`src/rtl/ball_pkg.sv`:
```
// Shared definitions for the ball motion controller.
//   state_e    : frame update sequencer states
//   KEY_*      : USB HID keycodes that steer the ball
//   FRAC_BITS  : fractional bits of the 10.4 fixed-point position
//   RESET_X/Y  : integer start position (screen centre)
//   axis_step  : one-axis position advance with wall bounce
package ball_pkg;

  typedef enum logic [2:0] {
    StIdle,
    StRotate,
    StLookupX,
    StLookupY,
    StMove
  } state_e;

  localparam logic [7:0] KEY_A = 8'h04;
  localparam logic [7:0] KEY_D = 8'h07;
  localparam logic [7:0] KEY_W = 8'h1A;
  localparam logic [7:0] KEY_S = 8'h16;

  localparam int unsigned FRAC_BITS = 4;
  localparam int unsigned RESET_X   = 320;
  localparam int unsigned RESET_Y   = 240;

  typedef struct packed {
    logic        [13:0] pos;
    logic signed [13:0] vel;
  } axis_t;

  // Advance one axis by vel; clamp to [lo, hi] (integer pixels) and reflect
  // the velocity whenever the new position falls outside that range.
  function automatic axis_t axis_step(input logic [13:0] pos, input logic signed [13:0] vel,
                                      input int unsigned lo, input int unsigned hi);
    logic signed [14:0] sum;
    logic signed [10:0] ipos;
    axis_t              r;
    sum   = $signed({1'b0, pos}) + $signed({vel[13], vel});
    // Arithmetic floor of the fixed-point sum; negative sums stay negative.
    ipos  = sum[14:FRAC_BITS];
    r.pos = sum[13:0];
    r.vel = vel;
    if (ipos > $signed(11'(hi))) begin
      r.pos = 14'(hi << FRAC_BITS);
      r.vel = -vel;
    end else if (ipos < $signed(11'(lo))) begin
      r.pos = 14'(lo << FRAC_BITS);
      r.vel = -vel;
    end
    return r;
  endfunction

endpackage

```
`src/rtl/cos_rom.sv`:
```
// 64-entry signed cosine table, value = round(127 * cos(2*pi*addr/64)).
//   addr_i : angle, 64 steps per revolution
//   data_o : signed 8-bit cosine
// Only the first quadrant is stored; the rest follows by symmetry.
module cos_rom (
  input  logic        [5:0] addr_i,
  output logic signed [7:0] data_o
);

  logic [1:0] quad;
  logic [3:0] rem;
  logic [4:0] idx;
  logic [6:0] mag;
  logic       neg;

  assign quad = addr_i[5:4];
  assign rem  = addr_i[3:0];
  // Quadrants 1 and 3 run the quarter table backwards.
  assign idx  = quad[0] ? (5'd16 - {1'b0, rem}) : {1'b0, rem};
  // Cosine is negative in quadrants 1 and 2.
  assign neg  = quad[0] ^ quad[1];

  always_comb begin
    mag = 7'd0;
    unique case (idx)
      5'd0:    mag = 7'd127;
      5'd1:    mag = 7'd126;
      5'd2:    mag = 7'd125;
      5'd3:    mag = 7'd122;
      5'd4:    mag = 7'd117;
      5'd5:    mag = 7'd112;
      5'd6:    mag = 7'd106;
      5'd7:    mag = 7'd98;
      5'd8:    mag = 7'd90;
      5'd9:    mag = 7'd81;
      5'd10:   mag = 7'd71;
      5'd11:   mag = 7'd60;
      5'd12:   mag = 7'd49;
      5'd13:   mag = 7'd37;
      5'd14:   mag = 7'd25;
      5'd15:   mag = 7'd12;
      default: mag = 7'd0;
    endcase
  end

  assign data_o = neg ? $signed(-{1'b0, mag}) : $signed({1'b0, mag});

endmodule

```
`src/rtl/ball_motion.sv`:
```
// Frame-rate motion controller for the player ball.
//   Clk        : system clock
//   Reset_n    : asynchronous active-low reset
//   frame_clk  : vsync level; each rising edge starts one update
//   keycode    : USB HID keycode (A/D rotate, W thrust, S stop)
//   BallX/Y    : integer ball position
//   Ball_size  : constant radius BALL_SIZE
//   BallAngle  : heading, 64 steps per turn, increasing toward screen-down
module ball_motion
  import ball_pkg::*;
#(
  parameter int unsigned BALL_SIZE = 4,
  parameter int unsigned X_MAX     = 639,
  parameter int unsigned Y_MAX     = 479
) (
  input  logic       Clk,
  input  logic       Reset_n,
  input  logic       frame_clk,
  input  logic [7:0] keycode,
  output logic [9:0] BallX,
  output logic [9:0] BallY,
  output logic [9:0] Ball_size,
  output logic [5:0] BallAngle
);

  state_e             state_q, state_d;
  logic               frame_clk_q;
  logic               frame_edge;
  logic        [5:0]  angle_q, angle_d;
  logic signed [7:0]  cos_q, cos_d;
  logic signed [7:0]  sin_q, sin_d;
  logic signed [13:0] vel_x_q, vel_x_d;
  logic signed [13:0] vel_y_q, vel_y_d;
  logic        [13:0] pos_x_q, pos_x_d;
  logic        [13:0] pos_y_q, pos_y_d;

  logic        [5:0]  rom_addr;
  logic signed [7:0]  rom_data;
  logic signed [13:0] vx, vy;
  axis_t              ax, ay;

  assign frame_edge = frame_clk & ~frame_clk_q;

  // One ROM shared by both lookups; sin(a) = cos(a - 16).
  assign rom_addr = (state_q == StLookupY) ? (angle_q - 6'd16) : angle_q;

  cos_rom u_cos_rom (
    .addr_i (rom_addr),
    .data_o (rom_data)
  );

  always_comb begin
    state_d = state_q;
    angle_d = angle_q;
    cos_d   = cos_q;
    sin_d   = sin_q;
    vel_x_d = vel_x_q;
    vel_y_d = vel_y_q;
    pos_x_d = pos_x_q;
    pos_y_d = pos_y_q;
    vx      = vel_x_q;
    vy      = vel_y_q;
    ax      = '0;
    ay      = '0;
    unique case (state_q)
      StIdle: begin
        if (frame_edge) state_d = StRotate;
      end
      StRotate: begin
        if (keycode == KEY_A)      angle_d = angle_q - 6'd1;
        else if (keycode == KEY_D) angle_d = angle_q + 6'd1;
        state_d = StLookupX;
      end
      StLookupX: begin
        cos_d   = rom_data;
        state_d = StLookupY;
      end
      StLookupY: begin
        sin_d   = rom_data;
        state_d = StMove;
      end
      StMove: begin
        if (keycode == KEY_W) begin
          vx = {{6{cos_q[7]}}, cos_q};
          vy = {{6{sin_q[7]}}, sin_q};
        end else if (keycode == KEY_S) begin
          vx = '0;
          vy = '0;
        end
        ax      = axis_step(pos_x_q, vx, BALL_SIZE, X_MAX - BALL_SIZE);
        ay      = axis_step(pos_y_q, vy, BALL_SIZE, Y_MAX - BALL_SIZE);
        pos_x_d = ax.pos;
        vel_x_d = ax.vel;
        pos_y_d = ay.pos;
        vel_y_d = ay.vel;
        state_d = StIdle;
      end
      default: state_d = StIdle;
    endcase
  end

  always_ff @(posedge Clk or negedge Reset_n) begin
    if (!Reset_n) begin
      state_q     <= StIdle;
      frame_clk_q <= 1'b0;
      angle_q     <= '0;
      cos_q       <= '0;
      sin_q       <= '0;
      vel_x_q     <= '0;
      vel_y_q     <= '0;
      pos_x_q     <= 14'(RESET_X << FRAC_BITS);
      pos_y_q     <= 14'(RESET_Y << FRAC_BITS);
    end else begin
      state_q     <= state_d;
      frame_clk_q <= frame_clk;
      angle_q     <= angle_d;
      cos_q       <= cos_d;
      sin_q       <= sin_d;
      vel_x_q     <= vel_x_d;
      vel_y_q     <= vel_y_d;
      pos_x_q     <= pos_x_d;
      pos_y_q     <= pos_y_d;
    end
  end

  assign BallX     = pos_x_q[13:FRAC_BITS];
  assign BallY     = pos_y_q[13:FRAC_BITS];
  assign Ball_size = 10'(BALL_SIZE);
  assign BallAngle = angle_q;

endmodule

```
`config.mk`:
```
export PLATFORM = sky130hd
export DESIGN_NAME = ball_motion
export DESIGN_NICKNAME = d
export VERILOG_FILES = /design/src/rtl/ball_pkg.sv /design/src/rtl/cos_rom.sv /design/src/rtl/ball_motion.sv
export SDC_FILE = /design/constraint.sdc
export NUM_CORES = 1
export LEC_CHECK = 0
export BUFFER_PORTS_ARGS = -buffer_cell sky130_fd_sc_hd__buf_2
export CAP_MARGIN = 20
export CORE_MARGIN = 2
export CORE_UTILIZATION = 65
export CTS_BUF_LIST = sky130_fd_sc_hd__clkbuf_8
export DETAILED_ROUTE_END_ITERATION = 8
export PLACE_DENSITY = 0.84
export SLEW_MARGIN = 30
export SYNTH_ARGS = -nofsm -noshare
export SYNTH_HDL_FRONTEND = slang
export SYNTH_HIERARCHICAL = 1
export SYNTH_SLANG_ARGS = --single-unit
```
`constraint.sdc`:
```
create_clock -name Clk -period 8.3 [get_ports Clk]
set_input_delay 1.66 -clock Clk [delete_from_list [all_inputs] [get_ports Clk]]
set_output_delay 1.66 -clock Clk [all_outputs]
set_load 0.01 [all_outputs]
```
### Word level (Yosys, flattened, before mapping)

Memories as Yosys holds them, arrays and structs flattened.
Index checks and enable logic that the tools add are counted.

* flip-flop bits (word level): 82
* ROM bits: 112
* output and inout bits: 36
* word-level logic and storage cells: 56
* memories: 1

Memories
* (name not given): words 16, width 7, read ports 1, clocked after memory_dff 0, write ports 0, line cos_rom.sv:25 `unique case (idx)`

* add/subtract/negate cells: 9
* $lt $le $gt $ge: 4
* equality and inequality tests: 9
* multiplexer cells: 18
* bitwise operators: 3
* reduce and logical (&&, ||, !) cells: 3

Operators by type and width (count)
* two-way mux 28 bit: 4
* two-way mux 14 bit: 6
* adder 15 x 14 -> 15 bit: 2
* negation 14 bit: 2
* less-than comparator 11 x 4 -> 1 bit, second input constant: 2
* two-way mux 6 bit: 3
* == test 8 x 3 -> 1 bit, second input constant: 2
* == test 8 x 5 -> 1 bit, second input constant: 2
* one-hot mux 3 bit (4 select lines): 1
* greater-than comparator 11 x 10 -> 1 bit, second input constant: 1
* greater-than comparator 11 bit, second input constant: 1
* two-way mux 8 bit: 1
* negation 7 -> 8 bit: 1
* two-way mux 7 bit: 1
* adder 6 x 1 -> 6 bit, second input constant: 1
* == test 3 x 2 -> 1 bit, second input constant: 2
* subtractor 6 x 1 -> 6 bit, second input constant: 1
* subtractor 6 x 5 -> 6 bit, second input constant: 1
* two-way mux 5 bit: 1
* subtractor 5 x 4 -> 5 bit, first input constant: 1
* == test 3 x 1 -> 1 bit, second input constant: 1
* == test 3 bit, second input constant: 1
* logical NOT 3 bit: 1
* two-way mux 3 bit: 1
* 6 further kinds: 6

### Depth between registers and ports, before layout

* depth after elaboration: 8
* depth in mapped cells: 19
* depth with buffers taken out: 16

### Hierarchy

Netlist, hierarchy kept.

By module, submodules not included
* ball_motion: instances 1, cells an instance 827, area each 6922.9 sq um, seq. area each 2059.5 sq um
* cos_rom: instances 1, cells an instance 86, area each 709.4 sq um, seq. area each 0.0 sq um

### Worst setup path after synthesis

No wires, ideal clock.

* kind: input -> register
* start: in keycode[5]
* end: reg vel_x_q[11]
* arrival: 5209 ps
* required time: 8231 ps
* slack: 3022 ps
* stages on the path: 16
* buffers on the path: 2
* cell sequence: nor3_4 -> and2_1 -> nand2_1 -> clkbuf_1 -> a21oi_1 -> inv_1 -> ha_1 -> buf_2 -> a21oi_1 -> o21ai_1 -> a221oi_1 -> a211o_1 -> nand3_1 -> o41a_2 -> a2111o_1 -> nand3_1

* word-level cells in the longest chain between the ends: 8
* elaborated cells between the ends (all ways): 11

RTL lines
* start, declared: line ball_motion.sv:19 `input logic [7:0] keycode,`
* == test 8 x 5 -> 1 bit: line ball_motion.sv:86 `end else if (keycode == KEY_S) begin`
* two-way mux 14 bit: line ball_motion.sv:86
* two-way mux 14 bit *: line ball_motion.sv:83 `if (keycode == KEY_W) begin`
* two-way mux 14 bit *: line ball_motion.sv:65 `unique case (state_q)`
* adder 15 x 14 -> 15 bit: line ball_pkg.sv:38 `sum = $signed({1'b0, pos}) + $signed({vel[13], vel});`
* less-than comparator 11 x 4 -> 1 bit: line ball_pkg.sv:46 `end else if (ipos < $signed(11'(lo))) begin`
* two-way mux 28 bit: line ball_pkg.sv:46
* two-way mux 28 bit *: line ball_pkg.sv:43 `if (ipos > $signed(11'(hi))) begin`
* end signal, assigned: line ball_motion.sv:119 `vel_x_q <= vel_x_d;`
* end, declared: line ball_motion.sv:32 `logic signed [13:0] vel_x_q, vel_x_d;`

Mark *: on every way between the ends. The rest lies on a longest branch, timed or not. The select of a mux whose other input is x is not followed.
A chain may end at the register's enable or synchronous reset.

### Worst setup path after layout

* start: in keycode[0]
* end: reg pos_x_q[3]

* word-level cells in the longest chain between the ends: 8
* elaborated cells between the ends (all ways): 10

RTL lines
* == test 8 x 5 -> 1 bit: line ball_motion.sv:86
* two-way mux 14 bit: line ball_motion.sv:86
* two-way mux 14 bit *: line ball_motion.sv:83
* two-way mux 14 bit *: line ball_motion.sv:65
* adder 15 x 14 -> 15 bit *: line ball_pkg.sv:38
* less-than comparator 11 x 4 -> 1 bit: line ball_pkg.sv:46
* two-way mux 28 bit: line ball_pkg.sv:46
* two-way mux 28 bit *: line ball_pkg.sv:43
* end signal, assigned: line ball_motion.sv:111 `pos_x_q <= 14'(RESET_X << FRAC_BITS);`
* end signal, assigned: line ball_motion.sv:121 `pos_x_q <= pos_x_d;`
* end, declared: line ball_motion.sv:34 `logic [13:0] pos_x_q, pos_x_d;`

Marks and branches as above.

==> metrics <==
CP max-delay cell=and3b_1; most common cell after layout, fill and taps aside=nand2_1; Synth area leaders=dfrtp_1, ha_1, nand2_1; Least-Margin Pin Slew=0.950 ns; Yosys reg bits=a little over 80; post-DR wirelength/cell=18.3 um; Area Growth Syn to Fin=2.70%; Placeable Area=11400 um2; CP Class=primary input to flip-flop; total gr overflow=0; drt first pass iters=7; R2R setup slack=just under 4 ns; Hold Path Origin=sin_q[6]; power per standard cell area=between 400 and 500 nW/um2; CP Data Required Time=approximately 8.6 ns; Ports=47; Finished Layout Cells=1042; Min Hold Slack=roughly 0.49 ns; Reg clk slew, reported paths=approximately 0.1 ns; Num CTS Buffers=9; Final ANT Viol Nets=0; first-pass GRT wire length=31900 um; largest area contributor in the netlist=dfrtp_1; crit-path max cell delay=0.62 ns; setup bufs post-CTS=0; Tcrit/Tclk final=0.752; Cell Chain, Critical Path=buf_2 > and3b_1 > and2_1 > nand2_1 > a21oi_1 > inv_1 > ha_1 > a21oi_1 > o2111ai_1 > a221oi_2 > o21ai_0 > xnor2_1 > o41a_2 > nand2_1 > o31ai_1; height of the die=112 um; reg2reg end=cos_q[6]; htree depth=3; post-layout minimum cycle time=6.24 ns; wire length on met3=1010 um; DIE WIDTH=112 um; # rows=39; clk_lat worst skew=roughly 0.4 ns; NumNets Final=951; Port Buf Inserts=36; Setup TNS Final=0 ns; Synth Area in Compound Gates=0.275; number of enable flip-flop cells after synthesis=0; Crit Path Max Fanout=19; Post-CTS Resized=0; max cap viols=0; largest net degree at the start of global routing=95; Power Total=about 3.8 mW; multiplexer share of the synthesized area=0.0228; worst-case reg-to-reg path depth=15; clk buf depth=2; Avg Inst Size Synth=~8.4 um2; routability cong.=0.897; diode count=0; pre-CTS setup slack=approximately 1.8 ns; RR Startpoint=state_q[2]; min setup slack post-route=around 2.1 ns; vias in the first global route=approximately 6.6k; YS warnings=6; async set-reset flop share out of synthesis=1.00; M1 wire length=8630 um; Leak=3.42 nW; DRC Markers=0; layout cells sized above 1=0.130; CTS tree=yes; distinct cell type count after synthesis=97; HP Class=flip-flop to flip-flop; Post-Synth XOR/XNOR Area=0.0566; Max IR drop VDD=399 uV; highest-count cells in the layout ignoring fill and taps=nand2_1, dfrtp_1, a21oi_1; hpwl dp=13700 um; CTS root buf=clkbuf_8; antenna violations before repair=0; f_max=0.160 GHz; synthesized cell area=roughly 7600 um2; starting density of the core=0.668; dpl cells=a little over 1k; WL met2=slightly above 9000 um; Fill cells=916; RSZ-0062 raised after global routing=no; CP arrival=6.55 ns; total wire length=19100 um; fin. max-slew vios=0; Simple-Gate Fraction of Synth Area=0.218; status=completed; Worst Skew=around 0.018 ns; vias=6974; DRT iter0 DRCs=798; clock sink total=a little over 80; Max-slew headroom=0.367; cts hold-fix bufs=0; die footprint=12600 um2; critical path capture point type=flip-flop; Yosys top cell area share=0.249; hold path depth=2; combinational family with the most area after synthesis=compound AO/OA/AOI/OAI gates; Avg Vias per Cell=6.69; Final Hold Vio Count=0; post-synthesis adder-cell area fraction=0.0784; synthesized instance count=913; sequential area share after synthesis=0.270; ys flop type=dfrtp_1; Startpoint Class=primary input; Top Layer Used=met4; hold-critical path endpoint=sin_q[6]; Setup Viol. Count Final=0; Global Route Usage Sum=0.305
cell type report:
class                      count  area, um2  area share
clock inverter                 5       55.1     0.00702
timing repair buffer          41        224      0.0286
multi-input combinational    722       5030       0.641
sequential                    82       2060       0.263
clock buffer                  11        151      0.0193
inverter                      38        143      0.0182
tap                          143        179      0.0228
synthesized netlist by cell type (10+ instances only):
| cell | count |
|---|---|
| nand2_1 | 118 |
| dfrtp_1 | 76 |
| a21oi_1 | 63 |
| o21ai_0 | 47 |
| ha_1 | 43 |
| nor2_1 | 40 |
| buf_4 | 37 |
| inv_1 | 37 |
| nand3_1 | 32 |
| o211ai_1 | 28 |
| clkbuf_1 | 26 |
| nor3_1 | 24 |
| nor2b_1 | 23 |
| xnor2_1 | 21 |
| xor2_1 | 19 |
| a21o_1 | 17 |
| buf_2 | 14 |
| or3_1 | 13 |
| and2_1 | 11 |
| mux2_2 | 11 |
| a31oi_1 | 10 |
| a41oi_1 | 10 |
| o2bb2ai_1 | 10 |
worst max-delay path by stage:
stage | startpoint | to | slack (ns) | depth (start not counted)
6_report | keycode[0] | pos_x_q[3] | 2.06 | 15
5_1_grt | keycode[0] | pos_x_q[3] | 1.73 | 15
4_1_cts | keycode[0] | pos_x_q[3] | 2.20 | 15
3_5_place_dp | keycode[0] | pos_x_q[3] | 1.77 | 15
3_3_place_gp | keycode[0] | vel_y_q[4] | 1.82 | 14
2_1_floorplan | keycode[5] | vel_x_q[11] | 3.02 | 16
logic make-up (layout without fill, tap and decap cells):
logic type	after synthesis	in the layout
AOI/OAI and AO/OA	285	285
xor gates and xnor gates	45	45
adders and majority gates	46	46
buffers and inverters	117	95
DFF	82	82
muxes	16	16
other	2	10
and+or+nand+nor	320	320
state kept, by name (all words and copies together) (netlist names):
signal       flops
frame_clk_q      1
pos_x_q         14
sin_q            8
pos_y_q         14
cos_q            8
state_q          3
BallAngle        6
vel_y_q         14
vel_x_q         14
stage by stage:
| step | area (um2) | util |
|---|---|---|
| after floorplan | 7660 | - |
| after global placement | 7610 | 0.666 |
| after detailed placement | 7630 | 0.668 |
| after CTS | 7840 | 0.687 |
| after global routing | 7840 | 0.687 |
| final | 7840 | 0.687 |
per-layer routing:
layer  vias to the layer above  global-route usage
met5                         -                   0
met4                         0               0.109
met3                        34              0.0389
met2                       273               0.501
met1                      3376               0.418
li1                       3291                   -
report_power, final:
part / switching [mW] / internal (mW)
clock: 0.165 / 0.155
combinational: 1.73 / 1.00
sequential: 0.157 / 0.585
critical path, delay by kind of cell:
| family | cells | cell delay [ns] |
|---|---|---|
| AOI/OAI and AO/OA | 7 | 2.17 |
| xor gates and xnor gates | 1 | 0.45 |
| adders and majority gates | 1 | 0.39 |
| buffers and inverters | 2 | 0.25 |
| and+or+nand+nor | 4 | 1.63 |
Note: power is estimated with default switching activity, not from simulation.
